[src/rtl/powerup_effect_manager_if.sv]
// ---------------------------------------------------------------------------
// powerup_effect_manager_if
// Bundles the power-up collect request, the player-hit pulse and every
// effect/lives/tint output of powerup_effect_manager.
//   master : producer side (collision/selector logic, testbench)
//            drives collect, speedup, extralife, shootfaster, doublescore,
//            life_lost; observes all status outputs.
//   slave  : powerup_effect_manager itself.
// ---------------------------------------------------------------------------
interface powerup_effect_manager_if;
  logic        collect;
  logic        speedup;
  logic        extralife;
  logic        shootfaster;
  logic        doublescore;
  logic        life_lost;
  logic        consumed;
  logic        speed_active;
  logic        shoot_active;
  logic        double_active;
  logic        warn;
  logic [15:0] remaining;
  logic [2:0]  lives;
  logic        game_over;
  logic [3:0]  tint_red;
  logic [3:0]  tint_green;
  logic [3:0]  tint_blue;

  modport master (
    output collect, speedup, extralife, shootfaster, doublescore, life_lost,
    input  consumed, speed_active, shoot_active, double_active, warn,
    input  remaining, lives, game_over, tint_red, tint_green, tint_blue
  );

  modport slave (
    input  collect, speedup, extralife, shootfaster, doublescore, life_lost,
    output consumed, speed_active, shoot_active, double_active, warn,
    output remaining, lives, game_over, tint_red, tint_green, tint_blue
  );
endinterface

[src/rtl/powerup_effect_manager.sv]
// ---------------------------------------------------------------------------
// powerup_effect_manager
// Applies a collected power-up: timed effects (speed, shoot, double score)
// run for DURATION frames, extralife adds a life. Tracks lives, drives a
// one-frame consume pulse back to the spawn logic and a blinking ship tint.
// Ports:
//   frame_clk : frame clock, all state updates on its rising edge
//   Reset     : asynchronous active-high reset
//   bus       : powerup_effect_manager_if.slave (collect/type flags,
//               life_lost in; consumed, *_active, warn, remaining, lives,
//               game_over, tint_* out)
// ---------------------------------------------------------------------------
module powerup_effect_manager #(
  parameter int unsigned DURATION    = 600,
  parameter int unsigned WARN_FRAMES = 120,
  parameter int unsigned INIT_LIVES  = 3,
  parameter int unsigned MAX_LIVES   = 5
) (
  input  logic                         frame_clk,
  input  logic                         Reset,
  powerup_effect_manager_if.slave      bus
);

  localparam logic [15:0] DUR16  = 16'(DURATION);
  localparam logic [15:0] WARN16 = 16'(WARN_FRAMES);
  localparam logic [2:0]  INIT3  = 3'(INIT_LIVES);
  localparam logic [2:0]  MAX3   = 3'(MAX_LIVES);

  typedef enum logic {S_IDLE = 1'b0, S_ACTIVE = 1'b1} state_t;
  typedef enum logic [1:0] {E_SPEED = 2'd0, E_SHOOT = 2'd1, E_DOUBLE = 2'd2} effect_t;

  // True when exactly one bit of the type vector is set.
  function automatic logic is_onehot4(input logic [3:0] v);
    return (v != 4'd0) && ((v & (v - 4'd1)) == 4'd0);
  endfunction

  state_t      r_state;
  effect_t     r_effect;
  logic [15:0] r_remaining;
  logic [2:0]  r_lives;
  logic        r_consumed;
  logic        r_speed_active;
  logic        r_shoot_active;
  logic        r_double_active;

  logic [3:0]  w_types;
  logic        w_game_over;
  logic        w_valid;
  logic        w_timed;
  logic        w_life_inc;
  effect_t     w_new_effect;
  logic        w_warn;
  logic [11:0] w_tint_base;
  logic [11:0] w_tint;

  assign w_types     = {bus.speedup, bus.extralife, bus.shootfaster, bus.doublescore};
  assign w_game_over = (r_lives == 3'd0);
  // A level collect is accepted once: the cycle it shows consumed is blocked.
  assign w_valid     = bus.collect && is_onehot4(w_types) && !w_game_over && !r_consumed;
  assign w_timed     = w_valid && !bus.extralife;
  assign w_life_inc  = w_valid && bus.extralife;

  // Decode the requested timed effect from the one-hot type flags.
  always_comb begin
    w_new_effect = E_SPEED;
    if (bus.shootfaster) begin
      w_new_effect = E_SHOOT;
    end else if (bus.doublescore) begin
      w_new_effect = E_DOUBLE;
    end else begin
      w_new_effect = E_SPEED;
    end
  end

  // Effect FSM, timer, consume pulse and registered effect flags.
  always_ff @(posedge frame_clk or posedge Reset) begin
    if (Reset) begin
      r_state         <= S_IDLE;
      r_effect        <= E_SPEED;
      r_remaining     <= 16'd0;
      r_consumed      <= 1'b0;
      r_speed_active  <= 1'b0;
      r_shoot_active  <= 1'b0;
      r_double_active <= 1'b0;
    end else begin
      r_consumed <= w_valid;
      if (bus.life_lost) begin
        // A hit cancels any running effect, even one collected this frame.
        r_state         <= S_IDLE;
        r_remaining     <= 16'd0;
        r_speed_active  <= 1'b0;
        r_shoot_active  <= 1'b0;
        r_double_active <= 1'b0;
      end else if (w_timed) begin
        r_state         <= S_ACTIVE;
        r_effect        <= w_new_effect;
        r_remaining     <= DUR16;
        r_speed_active  <= (w_new_effect == E_SPEED);
        r_shoot_active  <= (w_new_effect == E_SHOOT);
        r_double_active <= (w_new_effect == E_DOUBLE);
      end else begin
        case (r_state)
          S_ACTIVE: begin
            if (r_remaining <= 16'd1) begin
              r_state         <= S_IDLE;
              r_remaining     <= 16'd0;
              r_speed_active  <= 1'b0;
              r_shoot_active  <= 1'b0;
              r_double_active <= 1'b0;
            end else begin
              r_remaining <= r_remaining - 16'd1;
            end
          end
          S_IDLE: begin
            r_remaining <= 16'd0;
          end
          default: begin
            r_state         <= S_IDLE;
            r_remaining     <= 16'd0;
            r_speed_active  <= 1'b0;
            r_shoot_active  <= 1'b0;
            r_double_active <= 1'b0;
          end
        endcase
      end
    end
  end

  // Life counter: saturating increment/decrement, simultaneous events cancel.
  always_ff @(posedge frame_clk or posedge Reset) begin
    if (Reset) begin
      r_lives <= INIT3;
    end else if (w_life_inc && !bus.life_lost) begin
      r_lives <= (r_lives < MAX3) ? (r_lives + 3'd1) : MAX3;
    end else if (!w_life_inc && bus.life_lost) begin
      r_lives <= (r_lives != 3'd0) ? (r_lives - 3'd1) : 3'd0;
    end else begin
      r_lives <= r_lives;
    end
  end

  assign w_warn = (r_state == S_ACTIVE) && (r_remaining <= WARN16);

  // Ship tint per active effect, blanked on alternate 8-frame halves in warning.
  always_comb begin
    w_tint_base = 12'h000;
    if (r_state == S_ACTIVE) begin
      case (r_effect)
        E_SPEED:  w_tint_base = 12'h00F;
        E_SHOOT:  w_tint_base = 12'h0F0;
        E_DOUBLE: w_tint_base = 12'hFF0;
        default:  w_tint_base = 12'h000;
      endcase
    end else begin
      w_tint_base = 12'h000;
    end
    if (w_warn && r_remaining[3]) begin
      w_tint = 12'h000;
    end else begin
      w_tint = w_tint_base;
    end
  end

  assign bus.consumed      = r_consumed;
  assign bus.speed_active  = r_speed_active;
  assign bus.shoot_active  = r_shoot_active;
  assign bus.double_active = r_double_active;
  assign bus.warn          = w_warn;
  assign bus.remaining     = r_remaining;
  assign bus.lives         = r_lives;
  assign bus.game_over     = w_game_over;
  assign bus.tint_red      = w_tint[11:8];
  assign bus.tint_green    = w_tint[7:4];
  assign bus.tint_blue     = w_tint[3:0];

endmodule
[src/flat_wrapper.sv]
// flat-port wrapper written by rule: the top's interface ports become plain ports
module powerup_effect_manager_flat 
#(
  parameter int unsigned DURATION    = 600,
  parameter int unsigned WARN_FRAMES = 120,
  parameter int unsigned INIT_LIVES  = 3,
  parameter int unsigned MAX_LIVES   = 5
)
  (frame_clk, Reset, bus_collect, bus_speedup, bus_extralife, bus_shootfaster, bus_doublescore, bus_life_lost, bus_consumed, bus_speed_active, bus_shoot_active, bus_double_active, bus_warn, bus_remaining, bus_lives, bus_game_over, bus_tint_red, bus_tint_green, bus_tint_blue);
  powerup_effect_manager_if bus_i ();
  input  logic frame_clk;
  input  logic Reset;
  input wire logic [$bits(bus_i.collect)-1:0] bus_collect;
  input wire logic [$bits(bus_i.speedup)-1:0] bus_speedup;
  input wire logic [$bits(bus_i.extralife)-1:0] bus_extralife;
  input wire logic [$bits(bus_i.shootfaster)-1:0] bus_shootfaster;
  input wire logic [$bits(bus_i.doublescore)-1:0] bus_doublescore;
  input wire logic [$bits(bus_i.life_lost)-1:0] bus_life_lost;
  output wire logic [$bits(bus_i.consumed)-1:0] bus_consumed;
  output wire logic [$bits(bus_i.speed_active)-1:0] bus_speed_active;
  output wire logic [$bits(bus_i.shoot_active)-1:0] bus_shoot_active;
  output wire logic [$bits(bus_i.double_active)-1:0] bus_double_active;
  output wire logic [$bits(bus_i.warn)-1:0] bus_warn;
  output wire logic [$bits(bus_i.remaining)-1:0] bus_remaining;
  output wire logic [$bits(bus_i.lives)-1:0] bus_lives;
  output wire logic [$bits(bus_i.game_over)-1:0] bus_game_over;
  output wire logic [$bits(bus_i.tint_red)-1:0] bus_tint_red;
  output wire logic [$bits(bus_i.tint_green)-1:0] bus_tint_green;
  output wire logic [$bits(bus_i.tint_blue)-1:0] bus_tint_blue;
  assign bus_i.collect = bus_collect;
  assign bus_i.speedup = bus_speedup;
  assign bus_i.extralife = bus_extralife;
  assign bus_i.shootfaster = bus_shootfaster;
  assign bus_i.doublescore = bus_doublescore;
  assign bus_i.life_lost = bus_life_lost;
  assign bus_consumed = bus_i.consumed;
  assign bus_speed_active = bus_i.speed_active;
  assign bus_shoot_active = bus_i.shoot_active;
  assign bus_double_active = bus_i.double_active;
  assign bus_warn = bus_i.warn;
  assign bus_remaining = bus_i.remaining;
  assign bus_lives = bus_i.lives;
  assign bus_game_over = bus_i.game_over;
  assign bus_tint_red = bus_i.tint_red;
  assign bus_tint_green = bus_i.tint_green;
  assign bus_tint_blue = bus_i.tint_blue;
  powerup_effect_manager #(.DURATION(DURATION), .WARN_FRAMES(WARN_FRAMES), .INIT_LIVES(INIT_LIVES), .MAX_LIVES(MAX_LIVES)) u_core (.frame_clk(frame_clk), .Reset(Reset), .bus(bus_i));
endmodule
[config.mk]
export PLATFORM = sky130hd
export DESIGN_NAME = powerup_effect_manager_flat
export DESIGN_NICKNAME = d
export VERILOG_FILES = /design/src/rtl/powerup_effect_manager_if.sv /design/src/rtl/powerup_effect_manager.sv /design/src/flat_wrapper.sv
export SDC_FILE = /design/constraint.sdc
export NUM_CORES = 1
export LEC_CHECK = 0
export CORE_MARGIN = 1.5
export CORE_UTILIZATION = 43
export DETAILED_ROUTE_END_ITERATION = 10
export PLACE_DENSITY = 0.76
export SLEW_MARGIN = 40
export SYNTH_ARGS = -nofsm -noshare
export SYNTH_HDL_FRONTEND = slang
export SYNTH_SLANG_ARGS = --single-unit
[constraint.sdc]
create_clock -name frame_clk -period 2.1 [get_ports frame_clk]
set_input_delay 0.42 -clock frame_clk [delete_from_list [all_inputs] [get_ports frame_clk]]
set_output_delay 0.42 -clock frame_clk [all_outputs]
set_load 0.005 [all_outputs]
==> results of run 1 <==
==> Yosys cell counts, types with 2 or more instances <==
master    number  area (sq um)
dfrtp_1       24           601
nor2_1        24          90.1
inv_1         15          56.3
buf_4         10          75.1
ha_1          10           125
o21ai_0       10          50.1
xor2_1        10          87.6
nand2_1        6          22.5
nand3_1        5          25.0
nand4_1        5          31.3
a21oi_1        4          20.0
and3_1         3          18.8
clkbuf_1       3          11.3
nor3_1         3          15.0
o211ai_1       3          22.5
o31ai_1        3          22.5
xnor2_1        3          26.3
a21boi_0       2          15.0
dfstp_2        2          52.6
nor3b_1        2          15.0
nor4_1         2          12.5
nor4_4         2          42.5
o21ai_1        2          10.0
==> per-stage QoR <==
| stage | cell area [sq um] | hold WS, ns | cells | setup slack [ns] |
|---|---|---|---|---|
| after floorplan | 1680 | 0.458 | 171 | -0.0655 |
| after global placement | 2370 | 0.492 | 288 | -0.322 |
| after detailed placement | 2370 | 0.524 | 288 | -0.386 |
| after CTS | 2470 | 0.492 | 295 | -0.439 |
| after global routing | 2530 | 0.553 | 296 | -0.459 |
| final | 2530 | 0.483 | 296 | -0.375 |
==> sequential cells by signal, indices dropped and copies added, names as in the netlist <==
signal	cells
u_core.bus.consumed	1
u_core.bus.remaining	16
u_core.r_effect	2
u_core.r_state	1
u_core.bus.shoot_active	1
u_core.bus.double_active	1
u_core.bus.speed_active	1
u_core.bus.lives	3
==> timing repair <==
action                                  4_1_cts  5_1_grt
endpoints found under the setup margin       16       35
pin swaps                                     6       14
buffers inserted                              3        1
resized for setup                            62       15
hold buffers                                  0        0
==> cell type report <==
| type | count | share of cell area |
|---|---|---|
| Clock buffer | 3 | 0.0163 |
| Clock inverter | 1 | 0.0119 |
| Inverter | 15 | 0.0223 |
| Multi-Input combinational cell | 117 | 0.366 |
| Sequential cell | 26 | 0.259 |
| Tap cell | 48 | 0.0238 |
| Timing Repair Buffer | 86 | 0.301 |
==> path summary, 6_finish.rpt <==
check	end
max	bus_tint_red[3]
min	u_core.bus.remaining[12]$_DFF_PP0_
max reg2reg	u_core.bus.remaining[12]$_DFF_PP0_
min reg2reg	u_core.r_effect[0]$_DFFE_PP0P_
max in group asynchronous	u_core.bus.lives[0]$_DFFE_PP1P_
min in group frame_clk	u_core.r_effect[0]$_DFFE_PP0P_
==> cell families after synthesis <==
logic type,count (synthesis)
adder cells (fa/ha/maj),10
AND/OR/NAND/NOR,61
AO/OA/AOI/OAI,33
XOR/XNOR,13
buffers and inverters,28
flip-flops,26
==> routing by layer <==
| layer | track usage | part of all wire | up-vias | wire length (um) |
|---|---|---|---|---|
| li1 | - | - | 739 | - |
| met1 | 0.258 | 0.45 | 722 | 1760 |
| met2 | 0.328 | 0.49 | 44 | 1940 |
| met3 | 0.0264 | 0.044 | 7 | 175 |
| met4 | 0.0559 | 0.017 | 0 | 68 |
| met5 | 0 | 0 | - | 0 |
==> power groups by stage <==
stage          Combinational, mW  Sequential [mW]  Clock (mW)
2_1_floorplan              0.411            0.638           0
3_3_place_gp               0.727            0.614           0
3_5_place_dp               0.745            0.615           0
4_1_cts                    0.750            0.605       0.426
5_1_grt                    0.879            0.616       0.444
6_report                   0.806            0.609       0.418
==> worst reg2reg max path, stage by stage (launching register included) <==
cell	delay (ns)
dfstp_2	0.55
inv_2	0.05
ha_4	0.17
ha_4	0.18
nor4b_4	0.30
o211ai_1	0.20
buf_4	0.19
o211ai_4	0.16
nor2_1	0.11
==> flow_summary.yaml, run 1 <==
logic_synthesis:
  synth_cells: 171
  ys_warn_count: 0
  synthAdderAreaFrac: 0.0778
  synth_seq_cells: 26
  synth_edf_count: 0
  ys.flop_type: "dfrtp_1"
  synth_top_family_by_area: "simple AND/OR/NAND/NOR gates"
  seq_area_frac_synth: 0.406
  synth_xor_area_frac: 0.0708
  async_flop_share: 1.00
  synth_compound_area_frac: 0.136
  syn_nets: 189
  syn-mean-instance-area_sq_um: 9.40
  syn-cell-area_sq_um: 1610
  synth-simple-area-share: 0.220
  synthMuxAreaShare: 0
  synth_cell_type_count: 41
cells_and_area:
  nets: 267
  register_area_sq_um: 654
  area_growth_pct: 57.3
  diodes: 0
  layout.cells.most_common_list: "buf_4, clkdlybuf4s50_1, nor2_1, dfrtp_1, inv_1"
  multi_input_area_sq_um: 926
  post-route-util: 0.696
  mostFrequentLayoutCell: "buf_4"
  num-fill-cells: 283
  drive_gt1_frac: 0.347
flow_run:
  maxCapViolations: 0
worst_setup_path:
  reg2reg_depth: 8
  endpoint_kind: "output pin"
  rrSetupSlack_ns: 0.08
  path_depth: 6
  critPathBufInv: 2
  path_delay_family: "simple AND/OR/NAND/NOR gates"
  startpoint: "u_core.bus.remaining[9]$_DFF_PP0_"
  start_kind: "flop"
  path_common_cell: "buf_6"
  regToRegStartpoint: "u_core.bus.lives[1]$_DFFE_PP1P_"
  crit_slowest_cell: "or4b_4"
  cpPeakStageDelay_ns: 0.51
  crit_fanout: 3
  path_cells: "nor4_4 -> nand3_2 -> or4b_4 -> and3_4 -> buf_6 -> buf_6"
  arrival_ns: 2.06
  crit_type: "flop to output pin"
  required_ns: 1.68
grt:
  grt_pass1_vias: 1427
  antenna_found_initial: 0
  grt_util_all_layers: 0.193
  grt_overflow: 0
  grt_max_degree: 27
  grt_pass1_wl_um: 6380
detailed_routing:
  dr.first_iter.drc_count: 64
  avgRoutedWirePerCell_um: 13.3
  via_count: 1512
  post-route-drc-count: 0
  wl_um: 3950
  firstDrtPassIters: 4
  viasPerCell: 5.11
  final_antenna_net_count: 0
floorplan:
  dieArea_sq_um: 4110
  dieHeight_um: 64.1
  fp.dieW_um: 64.1
  rows: 22
  start_util: 0.442
  core-area_sq_um: 3630
  ios: 45
pwr:
  p_int_mw: 1.25
  clockPowerShare: 0.228
  swShare: 0.317
  power.leakage_nw: 1.28
  peakVddDrop_mv: 0.538
  power.total_mw: 1.83
  switchingPower_uw: 581
  combPwrFrac: 0.440
  p_seq_frac: 0.332
  power_density_nw_per_um2: 725
sta:
  drv_slew: 0
  final.period_utilization: 1.18
  setup_viol: 12
  setup_tns_ns: -3.53
  fin_ws_ns: -0.375
  hold_violations: 0
  tightestPinTransition_ns: 0.572
  max_freq_mhz: 404
  slew_headroom: 0.616
  period_minus_slack_ns: 2.48
  rsz0062_at_grt: "true"
  fin_skew_ns: 0.00143
outcome:
  status: "complete, but fails checks"
  violations: "negative setup slack"
clocking:
  cts_tree: "yes"
  clock_path_buffers: 2
  cts_buffers: 3
  clkTransAtPathRegs_ns: 0.09
  cts.htree.levels: 1
  cts_sinks: 26
  clock_latency_ns: 0.27
  root_buffer: "clkbuf_8"
placement:
  hpwl_um: 2870
  gp_congestion: 0.819
  port-buffer-count: 44
min_path:
  hp-class: "input port to async pin"
Power figures use the tool's default switching activity.
==> run 2, diff against run 1 <==
--- a/config.mk
+++ b/config.mk
@@ -5,9 +5,11 @@
 export SDC_FILE = /design/constraint.sdc
 export NUM_CORES = 1
 export LEC_CHECK = 0
+export CAP_MARGIN = 5
 export CORE_MARGIN = 1.5
 export CORE_UTILIZATION = 43
 export DETAILED_ROUTE_END_ITERATION = 10
+export GPL_TIMING_DRIVEN = 0
 export PLACE_DENSITY = 0.76
 export SLEW_MARGIN = 40
 export SYNTH_ARGS = -nofsm -noshare
==> run 2 against run 1 <==
Net effect:
- the run still ends with negative setup slack left
- clock power about the same
- via count decreased by 1.9%
- critical path depth increased by 1
- highest routed layer unchanged
- critical path type unchanged
- sequential share of layout area increased by 0.084 points
- routed wire length decreased by 1.1%
- non-clock buffer count decreased by 7
- first-iteration DRC count decreased by 36%
- largest cell class unchanged
- sequential power increased by 3.3%
==> flow_summary.yaml, run 2 (synthesis gave the netlist of run 1 again) <==
worst_setup_path:
  arrival_ns: 2.19
  crit_type: "flop to output pin"
  endpoint_kind: "output pin"
  start_kind: "flop"
  crit_fanout: 3
  required_ns: 1.68
sta:
  hold_violations: 0
  fin_skew_ns: 0.00711
  setup_tns_ns: -5.77
  fin_ws_ns: -0.512
  drv_slew: 0
  period_minus_slack_ns: 2.61
  slew_headroom: 0.600
  setup_viol: 13
  tightestPinTransition_ns: 0.595
  max_freq_mhz: 383
  final.period_utilization: 1.24
  holdWs_ns: 0.502
  rsz0062_at_grt: "true"
floorplan:
  ios: 45
  dieArea_sq_um: 4110
  rows: 22
  fp.dieW_um: 64.1
  start_util: 0.442
  dieHeight_um: 64.1
  core-area_sq_um: 3630
cells_and_area:
  diodes: 0
  post-route-util: 0.698
  drive_gt1_frac: 0.344
  register_area_sq_um: 658
  mostFrequentLayoutCell: "buf_6"
  layout.cells.most_common_list: "buf_6, clkdlybuf4s50_1, nor2_1"
  largest_reg_flops: 16
  area_growth_pct: 57.7
  multi_input_area_sq_um: 916
  nets: 260
  num-fill-cells: 300
outcome:
  status: "complete, but fails checks"
  violations: "negative setup slack"
detailed_routing:
  firstDrtPassIters: 5
  final_antenna_net_count: 0
  via_count: 1483
  avgRoutedWirePerCell_um: 13.5
  wl_um: 3900
  dr.first_iter.drc_count: 41
  viasPerCell: 5.13
  post-route-drc-count: 0
grt:
  grt_pass1_vias: 1432
  grt_overflow: 0
  antenna_found_initial: 0
  grt_util_all_layers: 0.195
  grt_pass1_wl_um: 6310
  grt_max_degree: 27
min_path:
  hp-class: "input port to async pin"
pwr:
  power.leakage_nw: 1.26
  power_density_nw_per_um2: 715
  peakVddDrop_mv: 0.512
  power.total_mw: 1.81
clocking:
  cts_tree: "yes"
  root_buffer: "clkbuf_8"
  clkTransAtPathRegs_ns: 0.10
  cts_sinks: 26
  cts_buffers: 3
  cts_hold_buf: 0
  clock_path_buffers: 2
  cts.htree.levels: 1
  clock_latency_ns: 0.27
placement:
  hpwl_um: 2500
  gp_congestion: 0.728
  port-buffer-count: 44
flow_run:
  maxCapViolations: 0
==> run 2: final timing paths <==
kind	to	start	depth (start not counted)	slack, ns
max in group asynchronous	u_core.bus.remaining[11]$_DFF_PP0_	Reset	2	1.19
worst min-delay path	u_core.bus.lives[2]$_DFFE_PP0P_	Reset	2	0.50
min in group frame_clk	u_core.r_effect[0]$_DFFE_PP0P_	u_core.r_effect[0]$_DFFE_PP0P_	2	0.51
worst min register to register	u_core.r_effect[0]$_DFFE_PP0P_	u_core.r_effect[0]$_DFFE_PP0P_	2	0.51
worst max register to register	u_core.bus.lives[2]$_DFFE_PP0P_	u_core.bus.lives[0]$_DFFE_PP1P_	10	0.05
worst max-delay path	bus_tint_red[1]	u_core.bus.remaining[11]$_DFF_PP0_	7	-0.51
==> run 2: critical path: stages (launching register included) <==
cell     delay (ns)
dfrtp_2        0.43
nor4_4         0.33
nand3_2        0.13
or4b_4         0.52
and3_4         0.20
buf_6          0.11
buf_6          0.10
buf_6          0.10
==> run 2: timing repair <==
| item | 4_1_cts | 5_1_grt |
|---|---|---|
| buffers inserted | 19 | 5 |
| cloned | 0 | 0 |
| pin swaps | 15 | 11 |
| gates resized for setup | 82 | 14 |
| hold endpoints to repair | 0 | 0 |
| setup endpoints to repair | 36 | 35 |
==> run 2: metal layers <==
layer / GRT usage / share of wire / up-vias
li1: - / - / 730
met1: 0.243 / 0.44 / 715
met2: 0.340 / 0.50 / 32
met3: 0.0264 / 0.041 / 6
met4: 0.0798 / 0.014 / 0
met5: 0 / 0 / -
==> run 2: report_power, final <==
part,leakage (nW),switching [mW],internal (mW)
sequential,0.344,0.0589,0.570
clock,0.0357,0.161,0.255
combinational,0.877,0.347,0.419
==> run 2: area by class of cell <==
type,count,share of cell area
flip-flops and latches,26,0.260
inverters,15,0.0222
clock buffers,3,0.0163
clock inverters,1,0.0118
multi-input cells,117,0.361
well taps,48,0.0237
repair buffers,66,0.254
plain buffers,13,0.0513
==> run 2: metrics by stage <==
step | instances | setup slack [ns] | instance area, sq um
finish | 289 | -0.512 | 2530
global route | 289 | -0.588 | 2530
CTS | 286 | -0.550 | 2460
global placement | 263 | -0.588 | 2180
detailed placement | 263 | -0.597 | 2180
floorplan | 171 | -0.0655 | 1680
==> run 3, diff against run 2 <==
--- a/config.mk
+++ b/config.mk
@@ -6,11 +6,13 @@
 export NUM_CORES = 1
 export LEC_CHECK = 0
 export CAP_MARGIN = 5
+export CELL_PAD_IN_SITES_DETAIL_PLACEMENT = 0
+export CELL_PAD_IN_SITES_GLOBAL_PLACEMENT = 1
 export CORE_MARGIN = 1.5
-export CORE_UTILIZATION = 43
+export CORE_UTILIZATION = 32
 export DETAILED_ROUTE_END_ITERATION = 10
 export GPL_TIMING_DRIVEN = 0
-export PLACE_DENSITY = 0.76
+export PLACE_DENSITY_LB_ADDON = 0.1
 export SLEW_MARGIN = 40
 export SYNTH_ARGS = -nofsm -noshare
 export SYNTH_HDL_FRONTEND = slang
==> run 3 against run 2 <==
Net effect:
- largest cell class unchanged
- the flow still finishes with violations (negative setup slack)
- flip-flop and latch count is the same
- clock power increased by 1%
- utilization shrank 18 points
- critical path type unchanged
==> flow_summary.yaml, run 3 (synthesis gave the netlist of run 1 again) <==
cells_and_area:
  layout.cells.most_common_list: "clkdlybuf4s50_1, nor2_1, buf_6"
  multi_input_area_sq_um: 900
  layoutNonFillerInstCount: 304
  mostFrequentLayoutCell: "clkdlybuf4s50_1"
  nets: 256
  num-fill-cells: 465
  register_area_sq_um: 657
  diodes: 0
  largest_reg_flops: 16
  drive_gt1_frac: 0.316
  area_growth_pct: 55.1
sta:
  period_minus_slack_ns: 2.53
  final.period_utilization: 1.20
  rsz0062_at_grt: "true"
  fin_ws_ns: -0.428
  tightestPinTransition_ns: 0.628
  setup_tns_ns: -4.83
  max_freq_mhz: 396
  holdWs_ns: 0.517
  setup_viol: 13
  fin_skew_ns: 0.00675
  hold_violations: 0
  drv_slew: 0
  slew_headroom: 0.578
placement:
  place_worst_setup_slack_ns: -0.617
  port-buffer-count: 44
  hpwl_um: 2780
  gp_congestion: 0.764
  dp_cells: 282
worst_setup_path:
  path_cells: "nor4_4 -> nand3_2 -> or4b_4 -> and3_4 -> buf_6 -> buf_6"
  crit_type: "flop to output pin"
  cpPeakStageDelay_ns: 0.54
  arrival_ns: 2.11
  rrSetupSlack_ns: 0.05
  critPathBufInv: 2
  path_common_cell: "buf_6"
  start_kind: "flop"
  crit_fanout: 4
  crit_slowest_cell: "or4b_4"
  endpoint_kind: "output pin"
  reg2reg_depth: 10
  path_delay_family: "simple AND/OR/NAND/NOR gates"
  regToRegStartpoint: "u_core.bus.lives[1]$_DFFE_PP1P_"
  required_ns: 1.68
  r2r-end: "u_core.bus.lives[2]$_DFFE_PP0P_"
floorplan:
  fp.dieW_um: 73.9
  rows: 25
  dieHeight_um: 73.9
  dieArea_sq_um: 5460
  core-area_sq_um: 4790
  start_util: 0.336
  ios: 45
pwr:
  peakVddDrop_mv: 0.555
  power_density_nw_per_um2: 728
  power.total_mw: 1.81
  power.leakage_nw: 1.23
clocking:
  cts_tree: "yes"
  cts_sinks: 26
  cts.htree.levels: 1
  root_buffer: "clkbuf_8"
  clock_latency_ns: 0.27
  cts_buffers: 3
  clkTransAtPathRegs_ns: 0.10
  clock_path_buffers: 2
detailed_routing:
  avgRoutedWirePerCell_um: 12.9
  final_antenna_net_count: 0
  dr.first_iter.drc_count: 57
  post-route-drc-count: 0
  wl_um: 3930
  via_count: 1451
  viasPerCell: 4.77
  firstDrtPassIters: 4
grt:
  grt_pass1_vias: 1413
  grt_util_all_layers: 0.152
  grt_overflow: 0
  antenna_found_initial: 0
  grt_max_degree: 27
  grt_pass1_wl_um: 6400
outcome:
  violations: "negative setup slack"
  status: "complete, but fails checks"
min_path:
  hp-class: "input port to async pin"
flow_run:
  maxCapViolations: 0
run 3: how the worst max path moves through the flow:
stage | from | to | slack [ns] | depth (start not counted)
after global placement | u_core.bus.remaining[9]$_DFF_PP0_ | bus_tint_red[2] | -0.60 | 6
after CTS | u_core.bus.remaining[10]$_DFF_PP0_ | bus_tint_red[2] | -0.45 | 6
after floorplan | u_core.bus.remaining[9]$_DFF_PP0_ | bus_tint_blue[1] | -0.07 | 5
after global routing | u_core.bus.remaining[11]$_DFF_PP0_ | bus_tint_red[2] | -0.50 | 6
final | u_core.bus.remaining[11]$_DFF_PP0_ | bus_tint_red[1] | -0.43 | 6
after detailed placement | u_core.bus.remaining[9]$_DFF_PP0_ | bus_tint_green[1] | -0.62 | 6
run 3: power by group:
part / leakage, nW / switching, mW / total (mW) / internal [mW]
Clock: 0.0357 / 0.166 / 0.421 / 0.255
Sequential: 0.345 / 0.0592 / 0.629 / 0.570
Combinational: 0.845 / 0.345 / 0.764 / 0.419
Total: 1.23 / 0.570 / 1.81 / 1.24
run 3: metal layers:
layer	global-route usage	share of wire	up-vias
li1	-	-	723
met1	0.190	0.45	687
met2	0.265	0.49	37
met3	0.0192	0.043	4
met4	0.0556	0.011	0
met5	0	0	-
run 3: worst register-to-register path: stages, from the launching register on:
cell and delay [ns]:
dfstp_2 0.56, inv_2 0.05, ha_4 0.17, ha_4 0.18
nor2_2 0.08, nand2_1 0.08, nor3b_2 0.17, ha_2 0.23
and2_4 0.16, a41oi_2 0.08, o22a_1 0.21
run 3: metrics by stage:
stage	cell area (sq um)	util
6_report	2490	0.521
5_1_grt	2490	0.521
4_1_cts	2410	0.503
3_5_place_dp	2200	0.460
3_3_place_gp	2200	0.460
2_1_floorplan	1680	-
run 3: area by class of cell:
class	instances	area share
Multi-Input combinational cell	117	0.361
Sequential cell	26	0.263
Timing Repair Buffer	63	0.242
Buffer	12	0.0492
Tap cell	67	0.0336
Inverter	15	0.0226
Clock buffer	3	0.0166
Clock inverter	1	0.0120
run 3: what timing repair did:
action,4_1_cts,5_1_grt
resized for setup,80,13
cloned,0,1
buffers inserted,12,6
endpoints found under the setup margin,36,34
hold buffers,0,0
endpoints found under the hold margin,0,0
pin swaps,10,12
==> patch 1, RTL diff (config.mk and constraints of run 2) <==
Re-encode `effect_t` (3 values) as one-hot, 3 bits wide.
--- a/src/rtl/powerup_effect_manager.sv
+++ b/src/rtl/powerup_effect_manager.sv
@@ -28,5 +28,5 @@
 
   typedef enum logic {S_IDLE = 1'b0, S_ACTIVE = 1'b1} state_t;
-  typedef enum logic [1:0] {E_SPEED = 2'd0, E_SHOOT = 2'd1, E_DOUBLE = 2'd2} effect_t;
+  typedef enum logic [2:0] {E_SPEED = 3'b001, E_SHOOT = 3'b010, E_DOUBLE = 3'b100} effect_t;
 
   // True when exactly one bit of the type vector is set.
Function: same outputs for any inputs over 10 cycles, from zero or initial values and one cycle with Reset high; not proved beyond that.
==> patch 1 against run 2 <==
Final cell count decreased by 3.8%; clock power decreased by 30%; critical endpoint is now bus_warn; largest power group unchanged; count of clock-buffer cells in the layout unchanged; wire length is 6.0% lower; design area down 2.5%; synthesized area increased by 2.3%; global-route usage is 1.4 points lower; synthesized cell count is 2.3% lower; critical path depth down 1; via count decreased by 3.8%; clock skew shrank 0.0048 ns; setup slack better by 0.15 ns; sequential cell count is 1 higher; the run still ends with setup timing left; total power decreased by 4.0%.
==> patch 1: results (changes against run 2) <==
[global_route]
grt_max_degree=28  ; was 27
grt_pass1_vias=1292  ; was 1432
grt.total_usage_pct=18.1  ; was 19.5%
grt_pass1_wl_mm=5.93  ; was 6.31 mm
antenna_found_initial=0  ; unchanged

[detailed_routing]
firstDrtPassIters=4  ; was 5
first_iter_violations=29  ; was 41
ant_nets=0  ; unchanged
vias_per_cell=5.13  ; about the same
totalWireLength_mm=3.67  ; was 3.90 mm

[sta]
finalSetupViolations=13  ; unchanged
fin_skew_ns=0.00231  ; was 0.00711 ns
timing.hold.ws_ns=0.467  ; was 0.502 ns
worst_pin_slew_ns=0.821  ; was 0.595 ns
setup_ws_ns=-0.365  ; was -0.512 ns

[power_and_ir_drop]
ir_drop_mv=0.634  ; was 0.512 mV
p_int_mw=1.15  ; was 1.24 mW
leakage_nw=1.18  ; was 1.26 nW

[setup_path]
worstPathMaxFanout=5  ; was 3
cp_slowest_cell=dfrtp_2  ; was or4b_4
reg2reg_slack_ns=0.07  ; was 0.05 ns
worst_ep_arrival_time_ns=2.05  ; was 2.19 ns
slowest_delay_ns=0.44  ; was 0.52 ns

[synthesis]
seq_area_frac_synth_pct=41.3  ; was 40.6%
yosys-top-cells-area=dfrtp_1 37%, ha_1 6.1%, xor2_1 5.3%, dfstp_2 4.8%, nor2_1 4.8%  ; was dfrtp_1 37%, ha_1 7.8%, nor2_1 5.6%, xor2_1 5.4%, buf_4 4.7%
ys_types=43  ; was 41
synth_nets=183  ; was 189
synth-main-ff-cell=dfrtp_1  ; unchanged
syn_avg_cell_area_sq_um=9.85  ; was 9.40 sq um
yosys_warnings=0  ; unchanged
ys_async_sr_fraction_pct=100  ; unchanged
yosys-top-cells-count=24 x dfrtp_1, 21 x nor2_1, 12 x inv_1  ; was 24 x dfrtp_1, 24 x nor2_1, 15 x inv_1

[final_layout]
fin_cells=278  ; was 289
nFillCells=290  ; was 300
antennaDiodeCount=0  ; unchanged
largest_reg_flops=16  ; unchanged
drive_gt1_share_pct=38.3  ; was 34.4%
layout.nets=247  ; was 260

[outcome]
violations=setup timing  ; unchanged
status=finished with violations  ; unchanged

[placed_design]
place_ws_ns=-0.636  ; was -0.597 ns
hpwl_mm=2.45  ; was 2.50 mm
dp_cells=258  ; was 263
routabilityCongestion=0.802  ; was 0.728
io_buffers=43  ; was 44

[cts]
clockBufferDepth=2  ; unchanged
numCtsBuffers=3  ; unchanged
clock_latency_ns=0.27  ; about the same
htree_levels=1  ; unchanged
cts.clk_slew.worst_paths_ns=0.09
cts_root_buf=clkbuf_8  ; unchanged

[hold_path]
hp-class=input pin to flop  ; was input pin to asynchronous set/reset pin

[patch 1: power by group through the flow]
stage | clock network, mW | registers, mW | logic [mW]
finish | 0.291 | 0.708 | 0.740
global route | 0.317 | 0.721 | 0.817
CTS | 0.298 | 0.706 | 0.708
detailed placement | 0 | 0.711 | 0.628
global placement | 0 | 0.710 | 0.618
floorplan | 0 | 0.696 | 0.432
[patch 1: final cells by class]
| class | instances | area, sq um | share of cell area [%] |
|---|---|---|---|
| Timing Repair Buffer | 60 | 559 | 22.6 |
| Clock buffer | 3 | 41.3 | 1.67 |
| Multi-Input combinational cell | 116 | 985 | 39.8 |
| Clock inverter | 1 | 5.00 | 0.203 |
| Sequential cell | 27 | 688 | 27.8 |
| Tap cell | 48 | 60.1 | 2.43 |
| Buffer | 11 | 87.6 | 3.54 |
| Inverter | 12 | 45.0 | 1.82 |
[patch 1: cell families (layout without fill, tap and decap cells)]
| group | Yosys count | in the layout | synth area share [%] |
|---|---|---|---|
| simple gates | 62 | 62 | 21.4 |
| compound gates | 29 | 29 | 13.6 |
| flops | 27 | 27 | 41.3 |
| buf+inv | 24 | 87 | 8.14 |
| xor+xnor | 14 | 14 | 7.45 |
| fa+ha+maj | 8 | 8 | 6.08 |
| mux | 3 | 3 | 2.05 |
[patch 1: final timing paths]
kind,cells after the start,end,startpoint
max,6,bus_warn,u_core.bus.remaining[13]
min,2,u_core.bus.speed_active,bus_shootfaster
max reg2reg,10,u_core.bus.lives[2],u_core.bus.lives[0]
min reg2reg,2,u_core.bus.remaining[0],u_core.bus.remaining[0]
max in group asynchronous,2,u_core.bus.remaining[2],Reset
min in group asynchronous,2,u_core.bus.remaining[8],Reset
[patch 1: critical path, delay by kind of cell, from the launching register on]
family | cells | cell delay, ns
buffers and inverters | 3 | 0.58
AND/OR/NAND/NOR | 3 | 0.76
flip-flops | 1 | 0.44
[patch 1: through the flow]
step                      TNS, ns  area (sq um)  util, %
after global routing        -4.45          2470     67.5
after CTS                   -5.01          2400     65.6
after global placement      -8.80          2200     60.0
after detailed placement    -9.14          2200     60.0
final                       -3.39          2470     67.5
after floorplan                 0          1710        -
[patch 1: repair_timing]
| item | in CTS | in global routing |
|---|---|---|
| pin swaps | 10 | 13 |
| resized for setup | 71 | 19 |
| buffers inserted | 15 | 2 |
| setup endpoints to repair | 21 | 31 |
[patch 1: metal layers]
| metal | vias to the layer above | track usage [%] | wire [microns] |
|---|---|---|---|
| met3 | 5 | 2.43 | 150 |
| met2 | 35 | 29.3 | 1740 |
| met5 | - | 0 | 0 |
| met4 | 0 | 6.38 | 48 |
| li1 | 701 | - | - |
| met1 | 685 | 24.8 | 1730 |
==> patch 2, RTL diff (config.mk and constraints of run 2) <==
Made on the original files. `DURATION` is set to 600 in 2 places; all go to 512.
--- a/src/rtl/powerup_effect_manager.sv
+++ b/src/rtl/powerup_effect_manager.sv
@@ -12,5 +12,5 @@
 // ---------------------------------------------------------------------------
 module powerup_effect_manager #(
-  parameter int unsigned DURATION    = 600,
+  parameter int unsigned DURATION    = 512,
   parameter int unsigned WARN_FRAMES = 120,
   parameter int unsigned INIT_LIVES  = 3,
--- a/src/flat_wrapper.sv
+++ b/src/flat_wrapper.sv
@@ -2,5 +2,5 @@
 module powerup_effect_manager_flat 
 #(
-  parameter int unsigned DURATION    = 600,
+  parameter int unsigned DURATION    = 512,
   parameter int unsigned WARN_FRAMES = 120,
   parameter int unsigned INIT_LIVES  = 3,
Check against the original RTL: not equivalent (a bounded check fails within 4 cycles, from zero or initial values and one cycle with Reset high).
==> patch 2 against run 2 <==
The run still ends with setup timing left; clock skew rose by 0.0022 ns; clock power fell by 23%; setup slack improved by 0.33 ns; first-iteration DRC count rose by 39%; wire length rose by 1.2%; total power fell by 11%; global-route usage rose by 0.84 points; design area fell by 2.2%; synthesized area fell by 0.23%; sequential cell count did not move; critical endpoint is now u_core.bus.lives[2]; highest routed layer unchanged.
==> patch 2: results (changes against run 2) <==
[outcome]
status=finished with violations  ; unchanged
violations=setup timing  ; unchanged

[setup_path]
worstPathMaxFanout=3  ; unchanged
cp-endpoint=u_core.bus.lives[2]  ; was bus_tint_red[1]
cp-start-kind=flop  ; unchanged
r2r_cells=9  ; was 10
worst_ep_arrival_time_ns=2.44  ; was 2.19 ns

[synthesis]
ys_types=43  ; was 41
synth-main-ff-cell=dfrtp_1  ; unchanged
ys_async_sr_fraction_pct=100  ; unchanged
yosys_warnings=0  ; unchanged
yosys-top-cells-area=dfrtp_1 37%, ha_1 7.8%, nor2_1 4.9%, xor2_1 4.9%, buf_4 4.2%  ; was dfrtp_1 37%, ha_1 7.8%, nor2_1 5.6%, xor2_1 5.4%, buf_4 4.7%
seq_area_frac_synth_pct=40.7  ; was 40.6%
yosys-top-cells-count=24 x dfrtp_1, 21 x nor2_1, 15 x inv_1  ; was 24 x dfrtp_1, 24 x nor2_1, 15 x inv_1
synth_nets=192  ; was 189

[detailed_routing]
wl_met2_mm=2.02  ; was 1.97 mm
firstDrtPassIters=4  ; was 5
wl_met3_microns=154  ; was 159 microns
first_iter_violations=57  ; was 41
top_layer=met4  ; unchanged
vias=1526  ; was 1483
wl_per_cell_microns=13.7  ; was 13.5 microns
wirelength_met1_mm=1.72  ; about the same

[cts]
clockBufferDepth=2  ; unchanged
post_cts_buffers=23  ; was 19
cts_resized=80  ; was 82
cts_root_buf=clkbuf_8  ; unchanged
clock_latency_ns=0.27  ; about the same
numCtsBuffers=3  ; unchanged
htree_levels=1  ; unchanged

[placed_design]
routabilityCongestion=0.809  ; was 0.728
io_buffers=41  ; was 44
hpwl_mm=2.42  ; was 2.50 mm

[final_layout]
largest_reg_flops=16  ; unchanged
antennaDiodeCount=0  ; unchanged
drive_gt1_share_pct=34.9  ; was 34.4%

[global_route]
grt_pass1_wl_mm=6.80  ; was 6.31 mm
grt_use_met3_pct=2.46  ; was 2.64%
grt_max_degree=27  ; unchanged
grt_util_met1_pct=25.5  ; was 24.3%
antenna_found_initial=0  ; unchanged
grt.total_usage_pct=20.4  ; was 19.5%
grt_use_met2_pct=37.1  ; was 34.0%

[sta]
fin_skew_ns=0.00932  ; was 0.00711 ns
setup_tns_ns=-1.52  ; was -5.77 ns
finalSetupViolations=22  ; was 13
setup_ws_ns=-0.179  ; was -0.512 ns
worst_pin_slew_ns=0.696  ; was 0.595 ns

[power_and_ir_drop]
switching_share_pct=30.5  ; was 31.3%
powerClk_uw=322  ; was 417 uW
ir_drop_mv=0.467  ; was 0.512 mV
seq_power_share_pct=37.9  ; was 34.7%
leakage_nw=1.23  ; was 1.26 nW

[hold_path]
hp-class=flop to flop  ; was input pin to asynchronous set/reset pin

## patch 2: critical path, cell delays in order, from the launching register on
cell	delay, ns
dfstp_2	0.56
inv_2	0.05
ha_4	0.16
ha_4	0.16
or3b_4	0.39
nor3b_2	0.20
ha_2	0.22
and2_4	0.15
a41oi_2	0.08
o22a_1	0.21
## patch 2: stage by stage
step / std cells / hold slack (ns) / area [sq um] / worst slack (ns) / total power, mW
floorplan: 174 / 0.459 / 1650 / -0.184 / 0.942
global placement: 263 / 0.473 / 2120 / -0.294 / 1.12
detailed placement: 263 / 0.477 / 2120 / -0.318 / 1.12
CTS: 289 / 0.501 / 2460 / -0.151 / 1.56
global route: 289 / 0.524 / 2480 / -0.268 / 1.71
finish: 289 / 0.503 / 2480 / -0.179 / 1.61
## patch 2: area by class of cell
class                      instances  area (sq um)
buffer                            11          97.6
sequential                        26           659
clock buffer                       4          55.1
multi-input combinational        120           951
tap                               48          60.1
inverter                          15          56.3
timing repair buffer              65           599
fill                             309          1150
## patch 2: worst min-delay path by stage
| stage | cells after the start | startpoint | endpoint |
|---|---|---|---|
| after global placement | 1 | u_core.r_effect[0] | u_core.r_effect[0] |
| after detailed placement | 1 | u_core.r_effect[0] | u_core.r_effect[0] |
| after floorplan | 1 | Reset | u_core.bus.consumed |
| after global routing | 1 | u_core.r_effect[0] | u_core.r_effect[0] |
| after CTS | 1 | u_core.r_effect[0] | u_core.r_effect[0] |
| final | 1 | u_core.r_effect[0] | u_core.r_effect[0] |
## patch 2: cell families after synthesis
logic type	count (synthesis)	share of synthesized area, %
adder cells (fa/ha/maj)	10	7.80
AO/OA/AOI/OAI	33	13.7
AND/OR/NAND/NOR	65	22.5
buffers and inverters	28	8.74
flip-flops	26	40.7
XOR/XNOR	12	6.55
